`src/rtl/mem_access_if.sv`:
```
// Data-memory bus between the MEM pipeline stage and the data memory.
// The stage drives the request side (master); the memory answers with
// read data and a ready strobe (slave).
interface mem_access_if;
  logic        dmem_req;
  logic        dmem_we;
  logic [31:0] dmem_addr;
  logic [3:0]  dmem_be;
  logic [31:0] dmem_wdata;
  logic [31:0] dmem_rdata;
  logic        dmem_ready;

  modport master (
    output dmem_req, dmem_we, dmem_addr, dmem_be, dmem_wdata,
    input  dmem_rdata, dmem_ready
  );

  modport slave (
    input  dmem_req, dmem_we, dmem_addr, dmem_be, dmem_wdata,
    output dmem_rdata, dmem_ready
  );
endinterface

```
`src/rtl/mem_access.sv`:
```
// MEM pipeline stage: issues data-memory loads/stores with byte-lane
// selection, stalls the pipe until the memory answers, and registers the
// MEM/WB fields on the falling clock edge.
// Optional build macro MEM_TIMEOUT_EN adds an ACCESS watchdog that aborts a
// request after TIMEOUT_CYCLES cycles without ready and raises an exception.
module mem_access #(
  parameter int unsigned TIMEOUT_CYCLES = 255
) (
  input  logic                clk,
  input  logic                Reset,
  input  logic [31:0]         ALUShift_out_in,
  input  logic [31:0]         StoreData_in,
  input  logic [1:0]          LoadType_in,
  input  logic [1:0]          LoadByte_in,
  input  logic                MemWr_in,
  input  logic                MemtoReg_in,
  input  logic                RegWr_in,
  input  logic [4:0]          Rd_in,
  input  logic                Exception_in,
  input  logic                Overflow_in,
  mem_access_if.master        dmem,
  output logic                Mem_stall,
  output logic [31:0]         ALUShift_out_out,
  output logic [31:0]         MemData_out,
  output logic                RegWr_out,
  output logic                MemtoReg_out,
  output logic [4:0]          Rd_out,
  output logic                Exception_out
);

  typedef enum logic {IDLE = 1'b0, ACCESS = 1'b1} state_t;

  localparam logic [7:0] TO_LAST = 8'(TIMEOUT_CYCLES - 1);

  state_t      state_q, state_d;
  logic [31:0] alu_q, alu_d, mdata_q, mdata_d;
  logic        regwr_q, regwr_d, mtr_q, mtr_d, exc_q, exc_d;
  logic [4:0]  rd_q, rd_d;

  logic        is_byte, is_half, is_word, misalign, mem_op, exc_any, valid_op;
  logic [1:0]  lane;
  logic [3:0]  be_c;
  logic [31:0] wdata_c;
  logic        req_c, timeout_hit;
  logic        unused_bits;

  // Sign- or zero-extend the addressed byte/half of a read word.
  function automatic logic [31:0] load_extract(input logic [31:0] rdata,
                                               input logic [1:0]  ln,
                                               input logic        byte_op,
                                               input logic        half_op,
                                               input logic        zext);
    logic [31:0]        sh;
    logic signed [7:0]  b;
    logic signed [15:0] h;
    logic signed [31:0] sx;
    sh = rdata >> {ln, 3'b000};
    b  = sh[7:0];
    h  = sh[15:0];
    if (byte_op) begin
      sx = b;
      return zext ? {24'h0, sh[7:0]} : sx;
    end else if (half_op) begin
      sx = h;
      return zext ? {16'h0, sh[15:0]} : sx;
    end
    return rdata;
  endfunction

  assign lane     = ALUShift_out_in[1:0];
  assign is_byte  = (LoadType_in == 2'b10);
  assign is_half  = (LoadType_in == 2'b01);
  assign is_word  = !is_byte && !is_half;
  assign misalign = (is_half && lane[0]) || (is_word && lane != 2'b00);
  assign mem_op   = MemWr_in || MemtoReg_in;
  assign exc_any  = Exception_in || Overflow_in || (mem_op && misalign);
  assign valid_op = mem_op && !exc_any;

  // Lane enables and replicated store data for the addressed width.
  always_comb begin
    be_c    = 4'b1111;
    wdata_c = StoreData_in;
    if (is_byte) begin
      be_c    = 4'b0001 << lane;
      wdata_c = {4{StoreData_in[7:0]}};
    end else if (is_half) begin
      be_c    = 4'b0011 << lane;
      wdata_c = {2{StoreData_in[15:0]}};
    end
  end

`ifdef MEM_TIMEOUT_EN
  logic [7:0] wd_q, wd_d;

  assign timeout_hit = (state_q == ACCESS) && !dmem.dmem_ready && (wd_q == TO_LAST);

  // Count ACCESS cycles spent waiting; cleared whenever the access ends.
  always_comb begin
    wd_d = 8'd0;
    if (state_q == ACCESS && !dmem.dmem_ready && !timeout_hit) wd_d = wd_q + 8'd1;
  end

  // Watchdog register.
  always_ff @(negedge clk or negedge Reset) begin
    if (!Reset) wd_q <= 8'd0;
    else        wd_q <= wd_d;
  end
`else
  assign timeout_hit = 1'b0;
`endif

  assign unused_bits = ^{LoadByte_in[1], TO_LAST};

  // Next state, request and stall; reset forces both low immediately.
  always_comb begin
    state_d   = state_q;
    req_c     = 1'b0;
    Mem_stall = 1'b0;
    case (state_q)
      IDLE: begin
        if (valid_op) begin
          req_c     = 1'b1;
          Mem_stall = 1'b1;
          state_d   = ACCESS;
        end
      end
      ACCESS: begin
        req_c     = 1'b1;
        Mem_stall = !dmem.dmem_ready && !timeout_hit;
        if (dmem.dmem_ready || timeout_hit) state_d = IDLE;
      end
      default: state_d = IDLE;
    endcase
    if (!Reset) begin
      req_c     = 1'b0;
      Mem_stall = 1'b0;
    end
  end

  assign dmem.dmem_req   = req_c;
  assign dmem.dmem_we    = req_c && MemWr_in;
  assign dmem.dmem_be    = req_c ? be_c : 4'b0000;
  assign dmem.dmem_addr  = {ALUShift_out_in[31:2], 2'b00};
  assign dmem.dmem_wdata = wdata_c;

  // MEM/WB field selection: bubble while stalled, exception on a
  // suppressed op or watchdog abort, otherwise pass through with load data.
  always_comb begin
    alu_d   = ALUShift_out_in;
    mdata_d = 32'h0;
    regwr_d = RegWr_in;
    mtr_d   = MemtoReg_in;
    rd_d    = Rd_in;
    exc_d   = 1'b0;
    if (Mem_stall) begin
      alu_d   = 32'h0;
      regwr_d = 1'b0;
      mtr_d   = 1'b0;
      rd_d    = 5'd0;
    end else if (timeout_hit || exc_any) begin
      regwr_d = 1'b0;
      mtr_d   = 1'b0;
      exc_d   = 1'b1;
    end else if (state_q == ACCESS && MemtoReg_in) begin
      mdata_d = load_extract(dmem.dmem_rdata, lane, is_byte, is_half, LoadByte_in[0]);
    end
  end

  // State and MEM/WB registers, updated on the falling edge.
  always_ff @(negedge clk or negedge Reset) begin
    if (!Reset) begin
      state_q <= IDLE;
      alu_q   <= 32'h0;
      mdata_q <= 32'h0;
      regwr_q <= 1'b0;
      mtr_q   <= 1'b0;
      rd_q    <= 5'd0;
      exc_q   <= 1'b0;
    end else begin
      state_q <= state_d;
      alu_q   <= alu_d;
      mdata_q <= mdata_d;
      regwr_q <= regwr_d;
      mtr_q   <= mtr_d;
      rd_q    <= rd_d;
      exc_q   <= exc_d;
    end
  end

  assign ALUShift_out_out = alu_q;
  assign MemData_out      = mdata_q;
  assign RegWr_out        = regwr_q;
  assign MemtoReg_out     = mtr_q;
  assign Rd_out           = rd_q;
  assign Exception_out    = exc_q;

endmodule
```
`src/flat_wrapper.sv`:
```
// flat-port wrapper written by rule: the top's interface ports become plain ports
module mem_access_flat 
#(
  parameter int unsigned TIMEOUT_CYCLES = 255
)
  (clk, Reset, ALUShift_out_in, StoreData_in, LoadType_in, LoadByte_in, MemWr_in, MemtoReg_in, RegWr_in, Rd_in, Exception_in, Overflow_in, Mem_stall, ALUShift_out_out, MemData_out, RegWr_out, MemtoReg_out, Rd_out, Exception_out, dmem_dmem_req, dmem_dmem_we, dmem_dmem_addr, dmem_dmem_be, dmem_dmem_wdata, dmem_dmem_rdata, dmem_dmem_ready);
  mem_access_if dmem_i ();
  input  logic clk;
  input  logic Reset;
  input  logic [31:0] ALUShift_out_in;
  input  logic [31:0] StoreData_in;
  input  logic [1:0] LoadType_in;
  input  logic [1:0] LoadByte_in;
  input  logic MemWr_in;
  input  logic MemtoReg_in;
  input  logic RegWr_in;
  input  logic [4:0] Rd_in;
  input  logic Exception_in;
  input  logic Overflow_in;
  output logic Mem_stall;
  output logic [31:0] ALUShift_out_out;
  output logic [31:0] MemData_out;
  output logic RegWr_out;
  output logic MemtoReg_out;
  output logic [4:0] Rd_out;
  output logic Exception_out;
  output wire logic [$bits(dmem_i.dmem_req)-1:0] dmem_dmem_req;
  output wire logic [$bits(dmem_i.dmem_we)-1:0] dmem_dmem_we;
  output wire logic [$bits(dmem_i.dmem_addr)-1:0] dmem_dmem_addr;
  output wire logic [$bits(dmem_i.dmem_be)-1:0] dmem_dmem_be;
  output wire logic [$bits(dmem_i.dmem_wdata)-1:0] dmem_dmem_wdata;
  input wire logic [$bits(dmem_i.dmem_rdata)-1:0] dmem_dmem_rdata;
  input wire logic [$bits(dmem_i.dmem_ready)-1:0] dmem_dmem_ready;
  assign dmem_dmem_req = dmem_i.dmem_req;
  assign dmem_dmem_we = dmem_i.dmem_we;
  assign dmem_dmem_addr = dmem_i.dmem_addr;
  assign dmem_dmem_be = dmem_i.dmem_be;
  assign dmem_dmem_wdata = dmem_i.dmem_wdata;
  assign dmem_i.dmem_rdata = dmem_dmem_rdata;
  assign dmem_i.dmem_ready = dmem_dmem_ready;
  mem_access #(.TIMEOUT_CYCLES(TIMEOUT_CYCLES)) u_core (.clk(clk), .Reset(Reset), .ALUShift_out_in(ALUShift_out_in), .StoreData_in(StoreData_in), .LoadType_in(LoadType_in), .LoadByte_in(LoadByte_in), .MemWr_in(MemWr_in), .MemtoReg_in(MemtoReg_in), .RegWr_in(RegWr_in), .Rd_in(Rd_in), .Exception_in(Exception_in), .Overflow_in(Overflow_in), .dmem(dmem_i), .Mem_stall(Mem_stall), .ALUShift_out_out(ALUShift_out_out), .MemData_out(MemData_out), .RegWr_out(RegWr_out), .MemtoReg_out(MemtoReg_out), .Rd_out(Rd_out), .Exception_out(Exception_out));
endmodule
```
`config.mk`:
```
export PLATFORM = sky130hd
export DESIGN_NAME = mem_access_flat
export DESIGN_NICKNAME = d
export VERILOG_FILES = /design/src/rtl/mem_access_if.sv /design/src/rtl/mem_access.sv /design/src/flat_wrapper.sv
export SDC_FILE = /design/constraint.sdc
export NUM_CORES = 1
export LEC_CHECK = 0
export CAP_MARGIN = 30
export CELL_PAD_IN_SITES_DETAIL_PLACEMENT = 2
export CELL_PAD_IN_SITES_GLOBAL_PLACEMENT = 2
export CORE_MARGIN = 2
export CORE_UTILIZATION = 31
export CTS_CLUSTER_DIAMETER = 50
export DETAILED_ROUTE_END_ITERATION = 12
export DONT_BUFFER_PORTS = 1
export PLACE_DENSITY_LB_ADDON = 0.1
export SYNTH_ARGS = -nofsm -noshare
export SYNTH_HDL_FRONTEND = slang
export SYNTH_SLANG_ARGS = --single-unit
```
`constraint.sdc`:
```
create_clock -name clk -period 2.7 [get_ports clk]
set_input_delay 0.54 -clock clk [delete_from_list [all_inputs] [get_ports clk]]
set_output_delay 0.54 -clock clk [all_outputs]
set_load 0.005 [all_outputs]
```
# Yosys cells after proc, flatten, opt, wreduce, memory -nomap -nowiden
# Index checks and enable logic that the tools add are counted.
[op_classes] eq_ne=2 n_shift=3 n_mux=33 n_bitwise=1 reduce_logical=16
[op_table] operator="32-bit two-way mux" count=11
[op_table] operator="32-bit by 5-bit right shift with 16-bit output" count=1
[op_table] operator="1-bit two-way mux" count=15
[op_table] operator="4-bit two-way mux" count=3
[op_table] operator="1-bit logical AND" count=7
[op_table] operator="1-bit one-hot mux with 2 select lines" count=3
[op_table] operator="5-bit two-way mux" count=1
[op_table] operator="1-bit logical NOT" count=4
[op_table] operator="1-bit logical OR" count=4
[op_table] operator="1-bit by 2-bit left shift with 4-bit output (first input constant)" count=1
[op_table] operator="2-bit by 2-bit left shift with 4-bit output (first input constant)" count=1
[op_table] operator="2-bit by 1-bit == test with 1-bit output (second input constant)" count=1
[op_table] operator="2-bit == test (second input constant)" count=1
[op_table] operator="2-bit nonzero test" count=1
[op_table] operator="1-bit NOT" count=1
[totals] regBits=73 inputBits=113 out_inout_bits=143 elab_cells=62

# Logic depth before layout (Yosys ltp)
# Gate-level depths: netlist (run 1).
[logic_depth] depth_word=17 mapped_depth=10

==> implementation parameters, run 1 <==
Parameter                              Value

Outcome
  Outcome ... finished with violations
  Violated checks ... setup timing

Routing
  Number of detailed-route iterations in the first pass ... 4
  Total length of routed wires ... 13,110 um
  Total via count in the routed design ... roughly 2,900
  Residual DRC count ... 0
  Mean number of vias per cell ... 5.233
  Initial detailed-routing violation count ... 90
  Wire per inst ... ~24 um
  Count of antenna-violating nets left after detailed routing ... 0

Place
  Gpl congestion ... 0.7266
  I/O Buffers ... 0
  Post-Place Setup Slack ... -631.6 ps
  Estimated wirelength of the detail-placed design ... just under 9000 um
  Dpl cell area ... 3981 um^2

Layout
  Fraction of final layout cells with drive strength greater than 1 ... 46.49%
  Nets ... between 400 and 500
  Post-route core utilization ... 42.61%
  Signed area change from the synthesized netlist to the final layout ... 32.76%
  Inserted Diodes ... 0
  Fill cell total of the finished layout ... 1,257
  Final cell area excluding filler cells ... 5161 um^2

Die
  Area enclosed by the die boundary ... 13,450 um^2
  Initial cell density of the core ... 32.10%
  Die span in x ... 116.0 um
  Core Region ... approximately 12,000 um^2
  Num ports ... 256
  DIE HEIGHT ... between 100 and 150 um
  Number of rows in the core area ... 40

Synthesis
  #FFs+latches synth ... 73
  Library cell with the largest summed area after synthesis ... sky130_fd_sc_hd__dfrtn_1
  Number of warning messages in the yosys log ... 0
  Mapped cell area ... 3887 um^2
  Most used flip-flop cell after synthesis ... sky130_fd_sc_hd__dfrtn_1
  Post-synth EDFFs ... 0
  Yosys cell types ... 41
  Post-synthesis cell count ... 384
  Fraction of synthesized cell area taken by the top area cell type ... 46.99%
  Mean instance size in the synthesized netlist ... 10.12 um^2
  Proportion of register bits with asynchronous set or reset after synthesis ... between 90% and 100%
  Top cells by area in the synthesized netlist ... sky130_fd_sc_hd__dfrtn_1, sky130_fd_sc_hd__buf_4, sky130_fd_sc_hd__and3_1, sky130_fd_sc_hd__mux2i_1, sky130_fd_sc_hd__nor2_1
  Part of the Yosys area used for sequential elements ... 46.99%

Setup path
  Reg2Reg Depth ... 6
  Required time worst endpoint ... 2160 ps
  Ordered list of cells on the worst path ... mux2_4 -> buf_6 -> and2_4
  Setup slack of the most critical reg-to-reg path ... 1120 ps
  Worst setup path class ... flop to primary output
  Crit Reg-Reg Endpoint ... u_core.MemData_out[8]
  CP Capture Type ... primary output
  RR Startpoint ... u_core.state_q
  Delay of the slowest cell on the worst path ... 420 ps
  Type of element launching the critical path ... flop
  Arrival time of the worst setup path ... 2680 ps
  CP Max Fanout ... 2
  CP bufs+invs ... 1
  Kind of cell adding the most delay to the critical path ... flip-flops
  Cell with the largest stage delay on the worst path ... sky130_fd_sc_hd__dfrtn_1

Flow run
  Max-cap check violation count ... 0

CTS
  Clock slew at the register clock pins of the worst setup and hold paths ... 40 ps
  Deepest clock path buffer count ... 2
  Buffer type at the clock tree root ... sky130_fd_sc_hd__clkbuf_16
  Number of buffers created by CTS ... 9
  Clock tree from TritonCTS ... built
  Max H-tree Level ... 3
  # clock sinks ... 73
  Insertion delay of the later-clocked pin in the worst-skew pair ... 340 ps
  # hold bufs at CTS ... 0

Global routing
  Via count of the first global-routing pass ... 3,189
  Global-route wire length before repair ... 19,000 um
  Global-route usage over all layers ... 18.83%
  Total congestion overflow after global routing ... 0
  Number of antenna violations at the first check in global routing ... 0
  Maximum number of pins on one net before global-route repair ... 83

STA
  Slew Limit Fails ... 0
  Slew at the pin closest to its max-slew limit ... slightly above 500 ps
  Setup repair after global routing missed its margin ... true
  Worst rel slew slack ... between 60% and 70%
  Hold Vio Cnt, Final ... 0
  Crit path setup slack, layout ... -516.0 ps
  Worst clock skew on the final layout ... 3.607 ps
  Final count of negative-setup-slack endpoints ... 71

Worst hold path
  Worst Hold Depth ... 2
  Worst Hold Launch ... u_core.state_q
  Hold/Removal Path Class ... flop to flop
  Worst hold path endpoint ... u_core.state_q

Power and ir drop
  Maximum resistive drop on vdd ... 258.4 uV
  Leakage power ... ~2.2 nW
  PD cells ... 578.8 nW/um^2
## metrics by stage
step                      hold slack [ps]  TNS (ps)  std cells  power, W
after CTS                           572.3    -16430        552  0.002989
final                               569.2    -16240        553  0.002987
after floorplan                     572.4    -44490        385  0.001485
after detailed placement            618.9    -41760        520  0.001531
after global placement              608.5    -40420        520  0.001519
after global routing                586.8    -19620        553  0.003136
## Yosys cell counts, types with 7 or more instances
master / number
sky130_fd_sc_hd__nor2_2: 11
sky130_fd_sc_hd__mux2i_1: 16
sky130_fd_sc_hd__inv_1: 13
sky130_fd_sc_hd__mux2_2: 9
sky130_fd_sc_hd__nor4_1: 7
sky130_fd_sc_hd__and3_1: 43
sky130_fd_sc_hd__dfrtn_1: 73
sky130_fd_sc_hd__nor2_1: 37
sky130_fd_sc_hd__nand2_1: 17
sky130_fd_sc_hd__nor3_1: 15
sky130_fd_sc_hd__clkbuf_1: 11
sky130_fd_sc_hd__o21ai_0: 17
sky130_fd_sc_hd__o211ai_1: 16
sky130_fd_sc_hd__buf_4: 40
sky130_fd_sc_hd__a211oi_1: 7
## cell usage in the layout (no fill, tap or decap), types with 3 or more instances in the layout
cell type / n
sky130_fd_sc_hd__a211oi_2: 6
sky130_fd_sc_hd__a21oi_2: 3
sky130_fd_sc_hd__and2_4: 3
sky130_fd_sc_hd__and3_1: 18
sky130_fd_sc_hd__and3_4: 25
sky130_fd_sc_hd__buf_12: 7
sky130_fd_sc_hd__buf_16: 3
sky130_fd_sc_hd__buf_4: 24
sky130_fd_sc_hd__buf_6: 11
sky130_fd_sc_hd__clkbuf_16: 10
sky130_fd_sc_hd__dfrtn_1: 73
sky130_fd_sc_hd__ha_1: 3
sky130_fd_sc_hd__inv_1: 10
sky130_fd_sc_hd__inv_2: 3
sky130_fd_sc_hd__mux2_2: 8
sky130_fd_sc_hd__mux2_4: 4
sky130_fd_sc_hd__mux2i_1: 16
sky130_fd_sc_hd__nand2_1: 15
sky130_fd_sc_hd__nor2_1: 24
sky130_fd_sc_hd__nor2_2: 7
sky130_fd_sc_hd__nor2_4: 17
sky130_fd_sc_hd__nor3_2: 10
sky130_fd_sc_hd__nor3_4: 4
sky130_fd_sc_hd__nor4_4: 7
sky130_fd_sc_hd__o211ai_1: 16
sky130_fd_sc_hd__o21ai_0: 16
## state kept, by name, indices dropped and copies added, names as in the netlist
name,count
u_core.ALUShift_out_out,32
u_core.MemData_out,32
u_core.Rd_out,5
u_core.Exception_out,1
u_core.MemtoReg_out,1
u_core.RegWr_out,1
u_core.state_q,1
## power breakdown
group	internal, W	switching [W]
sequential	0.00115	0.0000281
clock	0.000838	0.000498
combinational	0.000231	0.000240
## layout make-up
| type | instances | area [um^2] | area share, % |
|---|---|---|---|
| multi-input cells | 234 | 2165 | 41.94 |
| flip-flops and latches | 73 | 1827 | 35.39 |
| repair buffers | 46 | 551.8 | 10.69 |
| clock buffers | 10 | 239.0 | 4.630 |
| well taps | 168 | 210.2 | 4.073 |
| clock inverters | 6 | 90.09 | 1.745 |
| inverters | 16 | 78.83 | 1.527 |
## kinds of logic (layout without fill, tap and decap cells)
family / after synthesis / in the layout / synth area share [%]
compound gates: 55 / 55 / 10.17
fa+ha+maj: 6 / 6 / 1.931
buf+inv: 78 / 78 / 12.78
flops: 73 / 73 / 46.99
mux: 28 / 28 / 7.885
other cells: 1 / 2 / 0.09646
simple gates: 143 / 143 / 20.15
## routing by layer
| metal | GRT usage [%] | vias to the layer above | wire length [um] |
|---|---|---|---|
| li1 | - | 1281 | - |
| met1 | 22.07 | 1449 | 4986 |
| met2 | 32.40 | 155 | 6767 |
| met3 | 7.897 | 9 | 1256 |
| met4 | 3.889 | 0 | 96 |
| met5 | 0 | - | 0 |
## worst max path at each step
stage	from	endpoint	slack [ps]	cells past startpoint
after floorplan	ALUShift_out_in[1]	u_core.Rd_out[3]	-750	10
after global placement	LoadType_in[0]	u_core.ALUShift_out_out[7]	-590	7
after detailed placement	LoadType_in[0]	u_core.ALUShift_out_out[11]	-630	7
after CTS	u_core.state_q	Mem_stall	-540	3
after global routing	u_core.state_q	dmem_dmem_be[3]	-560	4
final	u_core.state_q	Mem_stall	-520	3
## timing repair
item | in CTS | in global routing
hold endpoints to repair | 0 | 0
resized for setup | 77 | 69
gates cloned | 5 | 1
pin swaps | 24 | 21
buffers inserted | 11 | 10
endpoints found under the setup margin | 79 | 82
## worst min-delay path: stages (launching register included)
cell,delay (ps)
sky130_fd_sc_hd__dfrtn_1,350
sky130_fd_sc_hd__mux2_4,210
sky130_fd_sc_hd__buf_6,90
Power figures use the tool's default switching activity.
==> run 2, diff against run 1 <==
CAP_MARGIN = 20   (was 30)
==> results of run 2 <==
The final DEF is identical to that of run 1; final timing and power are the same.
